### config.mk
export PLATFORM = sky130hd
export DESIGN_NAME = serv_decode_q
export DESIGN_NICKNAME = d
export VERILOG_FILES = /design/src/rtl/serv_decode_pkg.sv /design/src/rtl/serv_decode_fifo.sv /design/src/rtl/serv_decode_q.sv
export SDC_FILE = /design/constraint.sdc
export NUM_CORES = 1
export LEC_CHECK = 0
export ABC_CLOCK_PERIOD_IN_PS = 3700
export BUFFER_PORTS_ARGS = -buffer_cell sky130_fd_sc_hd__buf_2
export CORE_AREA = 4 4 64 78
export CTS_BUF_LIST = sky130_fd_sc_hd__clkbuf_4 sky130_fd_sc_hd__clkbuf_8
export CTS_CLUSTER_SIZE = 28
export DETAILED_ROUTE_END_ITERATION = 6
export DIE_AREA = 0 0 68 82
export GPL_ROUTABILITY_DRIVEN = 0
export MAX_ROUTING_LAYER = met4
export PLACE_DENSITY = 0.67
export SLEW_MARGIN = 0
export SYNTH_ARGS = -nofsm -noshare
export SYNTH_HDL_FRONTEND = slang
export SYNTH_SLANG_ARGS = --single-unit
### constraint.sdc
create_clock -name clk -period 3.7 [get_ports clk]
set_input_delay 0.555 -clock clk [delete_from_list [all_inputs] [get_ports clk]]
set_output_delay 0.555 -clock clk [all_outputs]
set_load 0.03 [all_outputs]
### src/rtl/serv_decode_pkg.sv
// Shared opcode/funct7 constants, output-stage state encoding and decode payload.
package serv_decode_pkg;

  localparam int unsigned IW = 30;

  localparam logic [4:0] OP_LOAD     = 5'b00000;
  localparam logic [4:0] OP_MISC_MEM = 5'b00011;
  localparam logic [4:0] OP_OP_IMM   = 5'b00100;
  localparam logic [4:0] OP_AUIPC    = 5'b00101;
  localparam logic [4:0] OP_STORE    = 5'b01000;
  localparam logic [4:0] OP_OP       = 5'b01100;
  localparam logic [4:0] OP_LUI      = 5'b01101;
  localparam logic [4:0] OP_BRANCH   = 5'b11000;
  localparam logic [4:0] OP_JALR     = 5'b11001;
  localparam logic [4:0] OP_JAL      = 5'b11011;
  localparam logic [4:0] OP_SYSTEM   = 5'b11100;

  localparam logic [6:0] F7_BASE = 7'h00;
  localparam logic [6:0] F7_ALT  = 7'h20;
  localparam logic [6:0] F7_MDU  = 7'h01;

  typedef enum logic {
    S_EMPTY = 1'b0,
    S_FULL  = 1'b1
  } ostate_t;

  typedef struct packed {
    logic       mem_op;
    logic       branch_op;
    logic       shift_op;
    logic       slt_op;
    logic       rd_op;
    logic       alu_sub;
    logic       csr_op;
    logic       ctrl_mret;
    logic       e_op;
    logic       illegal;
    logic       mdu_op;
    logic [2:0] funct3;
    logic [1:0] alu_bool_op;
    logic [3:0] immdec_en;
  } dec_t;

endpackage

### src/rtl/serv_decode_fifo.sv
// Instruction buffer: power-of-two circular FIFO, storage left unreset.
module serv_decode_fifo #(
  parameter int unsigned DEPTH = 2,
  parameter int unsigned WIDTH = 30
) (
  input  logic                     clk,
  input  logic                     i_rst_n,
  input  logic                     i_flush,
  input  logic                     i_push,
  input  logic [WIDTH-1:0]         i_wdata,
  input  logic                     i_pop,
  output logic [WIDTH-1:0]         o_rdata,
  output logic [$clog2(DEPTH):0]   o_count,
  output logic                     o_full,
  output logic                     o_empty
);

  localparam int unsigned AW = $clog2(DEPTH);
  localparam int unsigned CW = AW + 1;

  logic [WIDTH-1:0] mem [DEPTH];
  logic [AW-1:0]    wptr;
  logic [AW-1:0]    rptr;
  logic             do_push;
  logic             do_pop;

  assign o_full  = (o_count == CW'(DEPTH));
  assign o_empty = (o_count == '0);
  assign do_push = i_push & ~o_full & ~i_flush;
  assign do_pop  = i_pop & ~o_empty & ~i_flush;
  assign o_rdata = mem[rptr];

  // Pointer and occupancy tracking; flush takes priority over push/pop.
  always_ff @(posedge clk or negedge i_rst_n) begin
    if (!i_rst_n) begin
      wptr    <= '0;
      rptr    <= '0;
      o_count <= '0;
    end else if (i_flush) begin
      wptr    <= '0;
      rptr    <= '0;
      o_count <= '0;
    end else begin
      if (do_push) wptr <= wptr + AW'(1);
      if (do_pop)  rptr <= rptr + AW'(1);
      o_count <= o_count + CW'(do_push) - CW'(do_pop);
    end
  end

  // Storage write.
  always_ff @(posedge clk) begin
    if (do_push) mem[wptr] <= i_wdata;
  end

endmodule

### src/rtl/serv_decode_q.sv
// Buffered RV32I instruction pre-decoder. Optional M-extension decode: SERV_DECODE_MDU_EN.
module serv_decode_q
  import serv_decode_pkg::*;
#(
  parameter int unsigned DEPTH   = 2,
  parameter int unsigned REG_OUT = 0
) (
  input  logic                   clk,
  input  logic                   i_rst_n,
  input  logic [29:0]            i_wb_rdt,
  input  logic                   i_wb_en,
  output logic                   o_wb_ready,
  input  logic                   i_flush,
  input  logic                   i_dec_ready,
  output logic                   o_dec_valid,
  output logic [$clog2(DEPTH):0] o_count,
  output logic                   o_mem_op,
  output logic                   o_branch_op,
  output logic                   o_shift_op,
  output logic                   o_slt_op,
  output logic                   o_rd_op,
  output logic                   o_alu_sub,
  output logic                   o_csr_op,
  output logic                   o_ctrl_mret,
  output logic                   o_e_op,
  output logic                   o_illegal,
  output logic                   o_mdu_op,
  output logic [2:0]             o_funct3,
  output logic [1:0]             o_alu_bool_op,
  output logic [3:0]             o_immdec_en
);

  logic          fifo_push;
  logic          fifo_pop;
  logic          fifo_full;
  logic          fifo_empty;
  logic [IW-1:0] fifo_rdata;
  logic          pop;
  dec_t          dec_c;
  dec_t          dec_out;
  dec_t          dec_vis;

  assign o_wb_ready = ~fifo_full;
  assign fifo_push  = i_wb_en & ~fifo_full & ~i_flush;
  assign pop        = o_dec_valid & i_dec_ready;

  serv_decode_fifo #(
    .DEPTH (DEPTH),
    .WIDTH (IW)
  ) u_fifo (
    .clk     (clk),
    .i_rst_n (i_rst_n),
    .i_flush (i_flush),
    .i_push  (fifo_push),
    .i_wdata (i_wb_rdt),
    .i_pop   (fifo_pop),
    .o_rdata (fifo_rdata),
    .o_count (o_count),
    .o_full  (fifo_full),
    .o_empty (fifo_empty)
  );

  // Instruction fields (word holds instruction bits [31:2]).
  logic [4:0] op;
  logic [2:0] f3;
  logic [6:0] f7;
  logic       b21;
  logic       unused_src;

  assign op         = fifo_rdata[4:0];
  assign f3         = fifo_rdata[12:10];
  assign f7         = fifo_rdata[29:23];
  assign b21        = fifo_rdata[19];
  assign unused_src = ^{fifo_rdata[9:5], fifo_rdata[18:13], fifo_rdata[22:20]};

  logic is_load, is_misc, is_opimm, is_auipc, is_store, is_op;
  logic is_lui, is_branch, is_jalr, is_jal, is_system;
  logic is_alu, is_slt, is_mdu, is_legal;
  logic t_i, t_s, t_b, t_u, t_j;

  assign is_load   = (op == OP_LOAD);
  assign is_misc   = (op == OP_MISC_MEM);
  assign is_opimm  = (op == OP_OP_IMM);
  assign is_auipc  = (op == OP_AUIPC);
  assign is_store  = (op == OP_STORE);
  assign is_op     = (op == OP_OP);
  assign is_lui    = (op == OP_LUI);
  assign is_branch = (op == OP_BRANCH);
  assign is_jalr   = (op == OP_JALR);
  assign is_jal    = (op == OP_JAL);
  assign is_system = (op == OP_SYSTEM);
  assign is_alu    = is_op | is_opimm;
  assign is_slt    = is_alu & (f3[2:1] == 2'b01);

`ifdef SERV_DECODE_MDU_EN
  assign is_mdu = is_op & (f7 == F7_MDU);
`else
  assign is_mdu = 1'b0;
`endif

  assign is_legal = is_load | is_misc | is_opimm | is_auipc | is_store | is_lui |
                    is_branch | is_jalr | is_jal | is_system |
                    (is_op & ((f7 == F7_BASE) | (f7 == F7_ALT) | is_mdu));

  // Immediate format classes.
  assign t_i = is_load | is_opimm | is_jalr | is_system | is_misc;
  assign t_s = is_store;
  assign t_b = is_branch;
  assign t_u = is_lui | is_auipc;
  assign t_j = is_jal;

  // Decode of the buffer head word.
  always_comb begin
    dec_c             = '0;
    dec_c.mem_op      = is_load | is_store;
    dec_c.branch_op   = is_branch | is_jal | is_jalr;
    dec_c.shift_op    = is_alu & (f3[1:0] == 2'b01);
    dec_c.slt_op      = is_slt;
    dec_c.rd_op       = ~(is_store | is_branch | is_misc);
    dec_c.alu_sub     = is_branch | is_slt | (is_op & f7[5] & (f3 == 3'b000));
    dec_c.csr_op      = is_system & (f3 != 3'b000);
    dec_c.ctrl_mret   = is_system & (f3 == 3'b000) & b21;
    dec_c.e_op        = is_system & (f3 == 3'b000) & ~b21;
    dec_c.illegal     = ~is_legal;
    dec_c.mdu_op      = is_mdu;
    dec_c.funct3      = f3;
    dec_c.alu_bool_op = is_alu ? f3[1:0] : 2'b00;
    dec_c.immdec_en   = {t_b | t_i | t_j | t_s | t_u, t_i | t_j | t_u, t_j | t_u, t_b | t_s};
  end

  if (REG_OUT == 0) begin : g_comb

    assign o_dec_valid = ~fifo_empty;
    assign fifo_pop    = pop & ~i_flush;
    assign dec_out     = dec_c;

  end else begin : g_reg

    ostate_t state_q;
    ostate_t state_d;
    logic    load;
    dec_t    dec_q;

    // Output stage state register.
    always_ff @(posedge clk or negedge i_rst_n) begin
      if (!i_rst_n) state_q <= S_EMPTY;
      else          state_q <= state_d;
    end

    // Output stage next-state and reload control.
    always_comb begin
      state_d = state_q;
      load    = 1'b0;
      if (i_flush) begin
        state_d = S_EMPTY;
      end else begin
        case (state_q)
          S_EMPTY: begin
            if (!fifo_empty) begin
              load    = 1'b1;
              state_d = S_FULL;
            end
          end
          S_FULL: begin
            if (pop) begin
              if (fifo_empty) state_d = S_EMPTY;
              else            load    = 1'b1;
            end
          end
          default: state_d = S_EMPTY;
        endcase
      end
    end

    // Registered decode payload.
    always_ff @(posedge clk or negedge i_rst_n) begin
      if (!i_rst_n)     dec_q <= '0;
      else if (i_flush) dec_q <= '0;
      else if (load)    dec_q <= dec_c;
    end

    assign o_dec_valid = (state_q == S_FULL);
    assign fifo_pop    = load;
    assign dec_out     = dec_q;

  end

  assign dec_vis = o_dec_valid ? dec_out : '0;

  assign o_mem_op      = dec_vis.mem_op;
  assign o_branch_op   = dec_vis.branch_op;
  assign o_shift_op    = dec_vis.shift_op;
  assign o_slt_op      = dec_vis.slt_op;
  assign o_rd_op       = dec_vis.rd_op;
  assign o_alu_sub     = dec_vis.alu_sub;
  assign o_csr_op      = dec_vis.csr_op;
  assign o_ctrl_mret   = dec_vis.ctrl_mret;
  assign o_e_op        = dec_vis.e_op;
  assign o_illegal     = dec_vis.illegal;
  assign o_mdu_op      = dec_vis.mdu_op;
  assign o_funct3      = dec_vis.funct3;
  assign o_alu_bool_op = dec_vis.alu_bool_op;
  assign o_immdec_en   = dec_vis.immdec_en;

endmodule
# Yosys cells after proc, flatten, opt, wreduce, memory -nomap -nowiden
# Memory sizes are Yosys's and may differ from the RTL's.
# Cells that the tools add are included.
# word_totals
regBits,4
ram_bits,60
input_bits,35
output_inout_bits,24
word_cells,92
mem_count,1
# memory_table
memory,words,width,read_ports,rd_clocked_by_memory_dff,wr,line,source
u_fifo.mem,2,30,1,0,1,serv_decode_fifo.sv:21,logic [WIDTH-1:0] mem [DEPTH];
# op_classes
addsub,4
eq_ne,14
mux,9
bitwise_logic,54
reduce_logical,7
# ops
operator,count
1-bit bitwise OR,31
5-bit == test (second input constant),4
20-bit two-way mux,1
1-bit AND,17
5-bit by 4-bit == test with 1-bit output (second input constant),3
5-bit by 3-bit == test with 1-bit output (second input constant),2
7-bit by 6-bit == test with 1-bit output (second input constant),1
7-bit logical NOT,1
1-bit two-way mux,6
1-bit NOT,6
5-bit by 2-bit == test with 1-bit output (second input constant),1
5-bit logical NOT,1
2-bit by 1-bit == test with 1-bit output (second input constant),2
2-bit two-way mux,2
2-bit nonzero test,2
3-bit logical NOT,1
3-bit nonzero test,1
1-bit adder (second input constant),2
2-bit by 1-bit adder with 2-bit output,1
2-bit == test (second input constant),1
2-bit logical NOT,1
2-bit by 1-bit subtractor with 2-bit output,1

# Longest topological paths before layout
# Gate-level depths: netlist (run 1).
# An unclocked memory read counts as a cell.
# depth
ltp_word,14
ltp_mapped,9
depth_no_buf,9

# Cells and area by module
# A second synthesis (run 1) with hierarchy kept.
# unflattened
hier_cells,180
area_unflattened_um2,2820.2
# by_module_without_submodules
module,instances,cells_each,area_each_um2,seq_area_each_um2
serv_decode_fifo,1,118,2402.3,1901.8
serv_decode_q,1,62,417.9,0.0

# Least setup slack after synthesis (run 1)
# No wires, ideal clock.
# synth_timing
path_type,reg-to-output
start,register u_fifo.o_count[1]
end,output o_slt_op
t_arrival_ps,2381
required_time_ps,3145
setup_slack_ps,764
path_stages_with_launch,6
n_path_buf,0
path_cell_list,dfrtp_1 > nor2_2 > inv_1 > o21ai_1 > nor3_1 > and2_1
# synth_between
elab_chain_cells,2
# synth_lines
item,line,source
"start, declared",serv_decode_fifo.sv:13,"output logic [$clog2(DEPTH):0] o_count,"
"start signal, assigned",serv_decode_fifo.sv:46,o_count <= o_count + CW'(do_push) - CW'(do_pop);
2-bit logical NOT,serv_decode_fifo.sv:28,assign o_empty = (o_count == '0);
20-bit two-way mux,serv_decode_q.sv:188,assign dec_vis = o_dec_valid ? dec_out : '0;
"end, declared",serv_decode_q.sv:20,"output logic o_slt_op,"
# Every way passes these cells.

# Worst setup path after layout (run 1)
# layout_timing
start,register u_fifo.rptr
end,output o_immdec_en[1]
# layout_between
elab_chain_cells,5
word_cells_on_any_way,7
cone_classes,3 x eq/ne; 1 x mux; 2 x bitwise; 1 x memory
# layout_lines
item,line,source
"start, declared",serv_decode_fifo.sv:23,logic [AW-1:0] rptr;
"start signal, assigned",serv_decode_fifo.sv:45,if (do_pop) rptr <= rptr + AW'(1);
memory 2 x 30 bit *,--,
5-bit by 4-bit == test with 1-bit output / 5-bit by 3-bit == test with 1-bit output (equally long branches),"serv_decode_q.sv:87, serv_decode_q.sv:84",
1-bit bitwise OR,serv_decode_q.sv:109,assign t_u = is_lui | is_auipc;
1-bit bitwise OR *,serv_decode_q.sv:128,"dec_c.immdec_en = {t_b | t_i | t_j | t_s | t_u, t_i | t_j | t_u, t_j | t_u, t_b | t_s};"
20-bit two-way mux *,serv_decode_q.sv:188,
"end, declared",serv_decode_q.sv:30,output logic [3:0] o_immdec_en
# Every way passes the cells marked *; elsewhere a longest branch is shown, timed or not.

==> impl_metrics.csv, run 1 <==
group,metric,value,unit
run_status,status,"finished, final reports clean",
logic_synthesis,yosysUniqueCellTypes,43,
worst_hold_path,worst_hold_path_type,"input pin to async pin",
worst_setup_path,path_class,"flip-flop to output port",
logic_synthesis,synth_mux_area_frac,0.06259,
finish,num_antenna_cells,0,
power,p_leak,0.8052,nW
routing,vias_per_cell,5.176,
logic_synthesis,ys_seq_elements,36,
global_route,grt_pass1_wl,5658,um
worst_setup_path,cp_slowest_cell,"dfrtp_1",
worst_setup_path,worstPathMaxFanout,25,
clock_network,cts-root-buf,"clkbuf_8",
worst_setup_path,cp.required,3.14,ns
worst_setup_path,critPathCaptureType,"output port",
clock_network,clkSinkCount,36,
routing,avgRoutedWirePerCell,15.41,um
clock_network,cts_made_buffers,5,
routing,vias,1232,
finish,areaGrowthSynthToFinish,18.99,%
logic_synthesis,synthXorXnorAreaFrac,0.02014,
worst_setup_path,startpoint,"u_fifo.rptr",
worst_setup_path,critical_path.cell_chain,"nand3_1 -> o22ai_1 -> nor2_1 -> a2111oi_1 -> buf_2",
clock_network,htree_num_levels,2,
finish,nNetsFinal,218,
clock_network,cts_tree,"done",
routing,drc,0,
routing,ant_nets,0,
worst_setup_path,cp_num_buf_inv,1,
clock_network,clk_latency,0.28,ns
routing,wirelength,3668,um
sta,finalCriticalPeriod,3.340,ns
clock_network,cts_setup_buffers,0,
logic_synthesis,yosys.area_share.simple,0.1568,
floorplan,num_rows,26,
sta,rsz0062_at_grt,"false",
logic_synthesis,ys_seq_area_frac,0.6101,
logic_synthesis,synth_nets,171,
global_route,grt_max_degree,26,
logic_synthesis,avgSynthCellArea,12.98,um2
clock_network,post_cts_resize_count,0,
sta,tns,0,ns
worst_setup_path,critical-path-max-stage-delay,1.02,ns
sta,finalSetupViolCount,0,
power,power_density,527.2,mW/mm2
floorplan,start_util,0.4112,
worst_setup_path,r2r-start,"u_fifo.o_count[1]",
floorplan,dieHeight,82,um
sta,slew_violations,0,
logic_synthesis,synth_cells,134,
logic_synthesis,yosys_most_used_dff,"edfxtp_1",
power,switching_share,0.3395,
global_route,grt_usage,0.1415,
sta,period_share,0.9026,
clock_network,cts_buffer_depth,2,
routing,dr.pass1.iters,4,
finish,final_cell_mix,"43 x buf_2, 32 x edfxtp_1, 15 x nor2_1",
worst_setup_path,path_delay_family,"flip-flops",
floorplan,core_area,0.004229,mm2
finish,drive_above_1_share,0.3297,
global_route,grt_pass1_vias,1280,
clock_network,path_clk_slew,0.07,ns
sta,worst_hold_slack,0.06619,ns
routing,drtIter0Drc,97,
worst_setup_path,worst_setup_path_start_kind,"flip-flop",
logic_synthesis,synth_top_family_by_area,"simple AND/OR/NAND/NOR gates",
place,hpwl,2801,um
sta,worstMarginPinSlew,1.030,ns
floorplan,fp.dieW,68,um
power,fin_total_pwr,0.001091,W
power,combPwrFrac,0.291,
job,cap_violations,0,
logic_synthesis,synth_compound_area_frac,0.09424,
logic_synthesis,yosysWarnings,0,
global_route,grt.overflow.total,0,
power,seqPwrFrac,0.480,
power,ir_drop,0.2882,mV
logic_synthesis,synth_area,0.001739,mm2
floorplan,ioPinCount,59,
power,p_sw,0.0003704,W
finish,fillers,402,
finish,final_common_cell,"buf_2",
sta,slew_headroom,0.3135,
logic_synthesis,synth_edf_count,32,
sta,clock.fmax,299.4,MHz
place,portBuffers,43,
floorplan,die-area,0.005576,mm2
global_route,antenna_found_initial,0,
clock_network,hold_buffers,0,
logic_synthesis,synthArstFlopShare,0.1111,
sta,fin_skew,0.006554,ns
worst_setup_path,cp.arrival,2.78,ns
power,p_int,0.0007205,W
logic_synthesis,synth_fa_ha_area_frac,0.01439,
sta,finalHoldViolCount,0,
power,pwr-share-clk,0.229,
## registers in the layout, summed over array words and instances (netlist names)
signal and cells:
u_fifo.mem 32, u_fifo.wptr 1, u_fifo.rptr 1, u_fifo.o_count 2
## final cells by class
class	count	area [um2]	share of cell area
Clock buffer	5	68.82	0.03325
Clock inverter	3	13.76	0.006651
Inverter	5	18.77	0.009069
Multi-Input combinational cell	89	614.3	0.2969
Sequential cell	36	1061	0.5127
Tap cell	56	70.07	0.03386
Timing Repair Buffer	44	222.7	0.1076
## power groups by stage
stage | sequential (W) | combinational (W) | clock (W)
3_3_place_gp | 0.000528 | 0.000309 | 0
3_5_place_dp | 0.000532 | 0.000319 | 0
2_1_floorplan | 0.000516 | 0.000258 | 0
4_1_cts | 0.000523 | 0.000320 | 0.000260
5_1_grt | 0.000529 | 0.000342 | 0.000275
6_report | 0.000524 | 0.000317 | 0.000250
## per-layer routing
metal	wire, um	vias to the layer above	part of all wire	global-route usage
met4	85	0	0.023	0.06561
met1	1336	587	0.36	0.1410
li1	-	595	-	-
met2	2004	40	0.55	0.2527
met3	242	10	0.066	0.03694
met5	0	-	0	-
## cells by family (layout without fill, tap and decap cells)
family,after synthesis,count (layout)
DFF,36,36
xor gates and xnor gates,4,4
buffers and inverters,9,57
AOI/OAI and AO/OA,21,21
other,1,1
and+or+nand+nor,52,52
muxes,9,9
adders and majority gates,2,2
## Yosys cell counts (2+ instances only)
master / count / area, um2
o21ai_0: 2 / 10.01
xor2_1: 3 / 26.28
nand3_1: 4 / 20.02
o22ai_1: 2 / 12.51
nor4_1: 3 / 18.77
mux2_2: 2 / 22.52
ha_1: 2 / 25.02
o22a_1: 2 / 17.52
dfrtp_1: 4 / 100.1
nand2b_1: 3 / 18.77
mux2i_1: 5 / 50.05
buf_6: 2 / 22.52
inv_1: 5 / 18.77
a21oi_1: 2 / 10.01
nor2b_1: 2 / 12.51
and2_1: 4 / 25.02
a31oi_1: 2 / 12.51
edfxtp_1: 32 / 960.9
nor2_1: 15 / 56.30
nor3_1: 7 / 35.03
nor3b_1: 3 / 22.52
nand2_1: 7 / 26.28
## worst reg2reg max path, delay by kind of cell, from the launching register on
| kind | cells | cell delay (ns) |
|---|---|---|
| simple gates | 4 | 0.68 |
| buf+inv | 2 | 0.22 |
| flops | 1 | 0.42 |
| fa+ha+maj | 2 | 0.55 |
## metrics by stage
step | util | cells | worst slack [ns] | cell area [um2]
finish | 0.4893 | 238 | 0.3602 | 2069
global route | 0.4893 | 238 | 0.2230 | 2069
CTS | 0.4893 | 238 | 0.3956 | 2069
detailed placement | 0.4698 | 230 | 0.7211 | 1987
global placement | 0.4698 | 230 | 0.8277 | 1987
floorplan | - | 134 | 0.7641 | 1739
## path summary, 6_finish.rpt
path,cells past startpoint,endpoint,slack (ns)
worst max register to register,8,u_fifo.o_count[0],1.72
min in group clk,1,u_fifo.mem[0][1],0.47
worst min-delay path,1,u_fifo.rptr,0.07
max in group asynchronous,1,u_fifo.wptr,3.52
worst min register to register,2,u_fifo.wptr,0.59
worst max-delay path,5,o_immdec_en[1],0.36
Power figures use the tool's default switching activity.
==> inputs of run 2 (changes only) <==
- ABC_AREA: unset -> 1
- CTS_CLUSTER_SIZE: 28 -> unset
- GPL_TIMING_DRIVEN: unset -> 0
==> run 2 against run 1 <==
Against the previous run:
- clock power is 11% higher
- first-iteration DRC count decreased by 36%
- cell area up 2.5%
- sequential cell count unchanged
- largest cell class unchanged
- worst hold slack got worse by 0.0049 ns
- power is 2.3% higher
- critical path depth grew 5
==> impl_metrics.csv, run 2 <==
group,metric,value,unit
floorplan,die-area,0.005576,mm2
logic_synthesis,synth_compound_area_frac,0.02664,
logic_synthesis,synth_cells,180,
worst_setup_path,startpoint,"u_fifo.rptr",
floorplan,start_util,0.4109,
logic_synthesis,avgSynthCellArea,9.655,um2
place,dp_cells,279,
finish,num_antenna_cells,0,
worst_setup_path,critPathCaptureType,"output port",
logic_synthesis,synthTopCellsByArea,"edfxtp_1 55%, nand2_1 9.9%, nor2_1 6.5%, dfrtp_1 5.8%, inv_1 4.3%",
worst_setup_path,cp.required,3.14,ns
logic_synthesis,synthArstFlopShare,0.1111,
worst_setup_path,path_class,"flip-flop to output port",
place,hpwl,2624,um
clock_network,path_clk_slew,0.07,ns
worst_setup_path,rr_worst_depth,8,
sta,finalCriticalPeriod,2.501,ns
power,switching_share,0.3551,
logic_synthesis,synthXorXnorAreaFrac,0.01008,
clock_network,hold_buffers,0,
logic_synthesis,yosys.area_share.simple,0.2498,
logic_synthesis,yosysTopAreaCellShare,0.5529,
sta,worstMarginPinSlew,0.8473,ns
logic_synthesis,post-synth-top-count-cell,"nand2_1",
power,p_sw,0.0003964,W
routing,dr.pass1.iters,4,
routing,ant_nets,0,
finish,nNetsFinal,267,
worst_setup_path,cp.arrival,1.95,ns
finish,fillers,419,
clock_network,clkSinkCount,36,
sta,fin_skew,0.004124,ns
routing,vias_per_cell,4.690,
finish,final_cell_mix,"46 x nand2_1, 43 x buf_2, 32 x edfxtp_1",
clock_network,cts_buffer_depth,2,
power,seqPwrFrac,0.440,
logic_synthesis,synth_area,0.001738,mm2
worst_setup_path,cp-endpoint,"o_alu_sub",
finish,final_common_cell,"nand2_1",
worst_hold_path,worst_hold_path_type,"input pin to async pin",
logic_synthesis,synth_area_leader_cell,"edfxtp_1",
routing,drc,0,
sta,finalHoldViolCount,0,
finish,top_register,"u_fifo.mem",
global_route,grt.overflow.total,0,
logic_synthesis,ys_seq_area_frac,0.6105,
logic_synthesis,synth_top_family_by_area,"simple AND/OR/NAND/NOR gates",
clock_network,clk_latency,0.28,ns
floorplan,fp.dieW,68,um
floorplan,ioPinCount,59,
worst_setup_path,r2r-end,"u_fifo.o_count[1]",
sta,slew_violations,0,
clock_network,cts-root-buf,"clkbuf_8",
power,power_density,526.4,mW/mm2
power,pwr-share-clk,0.248,
finish,top_regs,"u_fifo.mem (32), u_fifo.o_count (2)",
power,ir_drop,0.2532,mV
clock_network,post_cts_resize_count,0,
floorplan,dieHeight,82,um
run_status,status,"finished, final reports clean",
floorplan,core_area,0.004229,mm2
sta,rsz0062_at_grt,"false",
routing,avgRoutedWirePerCell,12.01,um
global_route,grt_usage,0.1490,
finish,areaGrowthSynthToFinish,22.03,%
sta,clock.fmax,399.9,MHz
power,p_int,0.0007200,W
logic_synthesis,synth_fa_ha_area_frac,0.01440,
logic_synthesis,yosys_most_used_dff,"edfxtp_1",
global_route,grt_pass1_vias,1313,
clock_network,cts_made_buffers,5,
sta,slew_headroom,0.4345,
worst_setup_path,r2r-start,"u_fifo.o_count[1]",
finish,drive_above_1_share,0.2857,
logic_synthesis,synth_mux_area_frac,0.01368,
power,combPwrFrac,0.312,
routing,wirelength,3446,um
place,portBuffers,43,
clock_network,cts_tree,"done",
worst_setup_path,worst_setup_path_start_kind,"flip-flop",
logic_synthesis,synth_edf_count,32,
logic_synthesis,synth_nets,217,
finish,largest_reg_flops,32,
logic_synthesis,yosysUniqueCellTypes,31,
routing,vias,1346,
logic_synthesis,synth_commonest_cells,"46 x nand2_1, 32 x edfxtp_1, 30 x nor2_1, 20 x inv_1, 9 x nand3_1",
worst_setup_path,r2r_slack,1.48,ns
global_route,grt_max_degree,17,
global_route,grt_pass1_wl,5802,um
logic_synthesis,yosysWarnings,0,
clock_network,cts_setup_buffers,0,
sta,finalSetupViolCount,0,
floorplan,num_rows,26,
global_route,antenna_found_initial,0,
routing,drtIter0Drc,62,
clock_network,htree_num_levels,2,
sta,tns,0,ns
logic_synthesis,ys_seq_elements,36,
power,p_leak,0.9750,nW
sta,period_share,0.6759,
worst_setup_path,worstPathMaxFanout,10,
finish,final_util,0.5015,
finish,layout.cells.non_filler,287,
job,cap_violations,0,
-- run 2: worst max-delay path, cell delays in order, from the launching register on --
cell and delay (ns):
dfrtp_1 0.38, buf_6 0.14, inv_4 0.07, buf_6 0.14, nand2_1 0.07, nand2_2 0.10
nand4_1 0.20, nor3_2 0.18, nand2_1 0.11, nand3_1 0.08, buf_2 0.20
-- run 2: power groups by stage --
stage          combinational, W  clock (W)  sequential (W)
2_1_floorplan          0.000248          0        0.000507
3_3_place_gp           0.000345          0        0.000498
3_5_place_dp           0.000349          0        0.000500
4_1_cts                0.000350   0.000287        0.000491
5_1_grt                0.000391   0.000312        0.000494
6_report               0.000349   0.000277        0.000491
-- run 2: logic make-up after synthesis --
group | count (synthesis)
flip-flops | 36
AO/OA/AOI/OAI | 8
multiplexers | 2
adder cells (fa/ha/maj) | 2
other | 1
AND/OR/NAND/NOR | 102
XOR/XNOR | 2
buffers and inverters | 27
-- run 2: stage by stage --
stage	power, W	setup slack (ns)	area, um2	hold slack [ns]
2_1_floorplan	0.0007549	1.185	1738	0.2594
4_1_cts	0.001129	1.162	2116	0.05234
3_5_place_dp	0.0008486	1.337	2023	0.3645
6_report	0.001116	1.199	2121	0.06125
5_1_grt	0.001197	0.9917	2121	0.04710
3_3_place_gp	0.0008434	1.331	2023	0.3629
-- run 2: worst min-delay path by stage --
| stage | cells after the start | startpoint | slack [ns] | end |
|---|---|---|---|---|
| 2_1_floorplan | 0 | i_rst_n | 0.26 | u_fifo.o_count[0] |
| 3_3_place_gp | 1 | i_rst_n | 0.36 | u_fifo.rptr |
| 3_5_place_dp | 1 | i_rst_n | 0.36 | u_fifo.rptr |
| 4_1_cts | 1 | i_rst_n | 0.05 | u_fifo.rptr |
| 5_1_grt | 1 | i_rst_n | 0.05 | u_fifo.rptr |
| 6_report | 1 | i_rst_n | 0.06 | u_fifo.rptr |
-- run 2: per-layer routing --
metal | wire length (um) | vias to the layer above | global-route usage
met5 | 0 | - | -
met4 | 62 | 0 | 0.06561
met3 | 185 | 7 | 0.04925
met2 | 1866 | 33 | 0.2536
met1 | 1331 | 618 | 0.1547
li1 | - | 688 | -
-- run 2: area by class of cell --
class                      count  area (um2)  area share
inverter                      22       85.08     0.04012
sequential                    36        1061      0.5003
clock buffer                   6       76.32     0.03599
buffer                         5       41.29     0.01947
timing repair buffer          43       215.2      0.1015
multi-input combinational    117       555.5      0.2619
clock inverter                 2       16.27    0.007670
tap                           56       70.07     0.03304
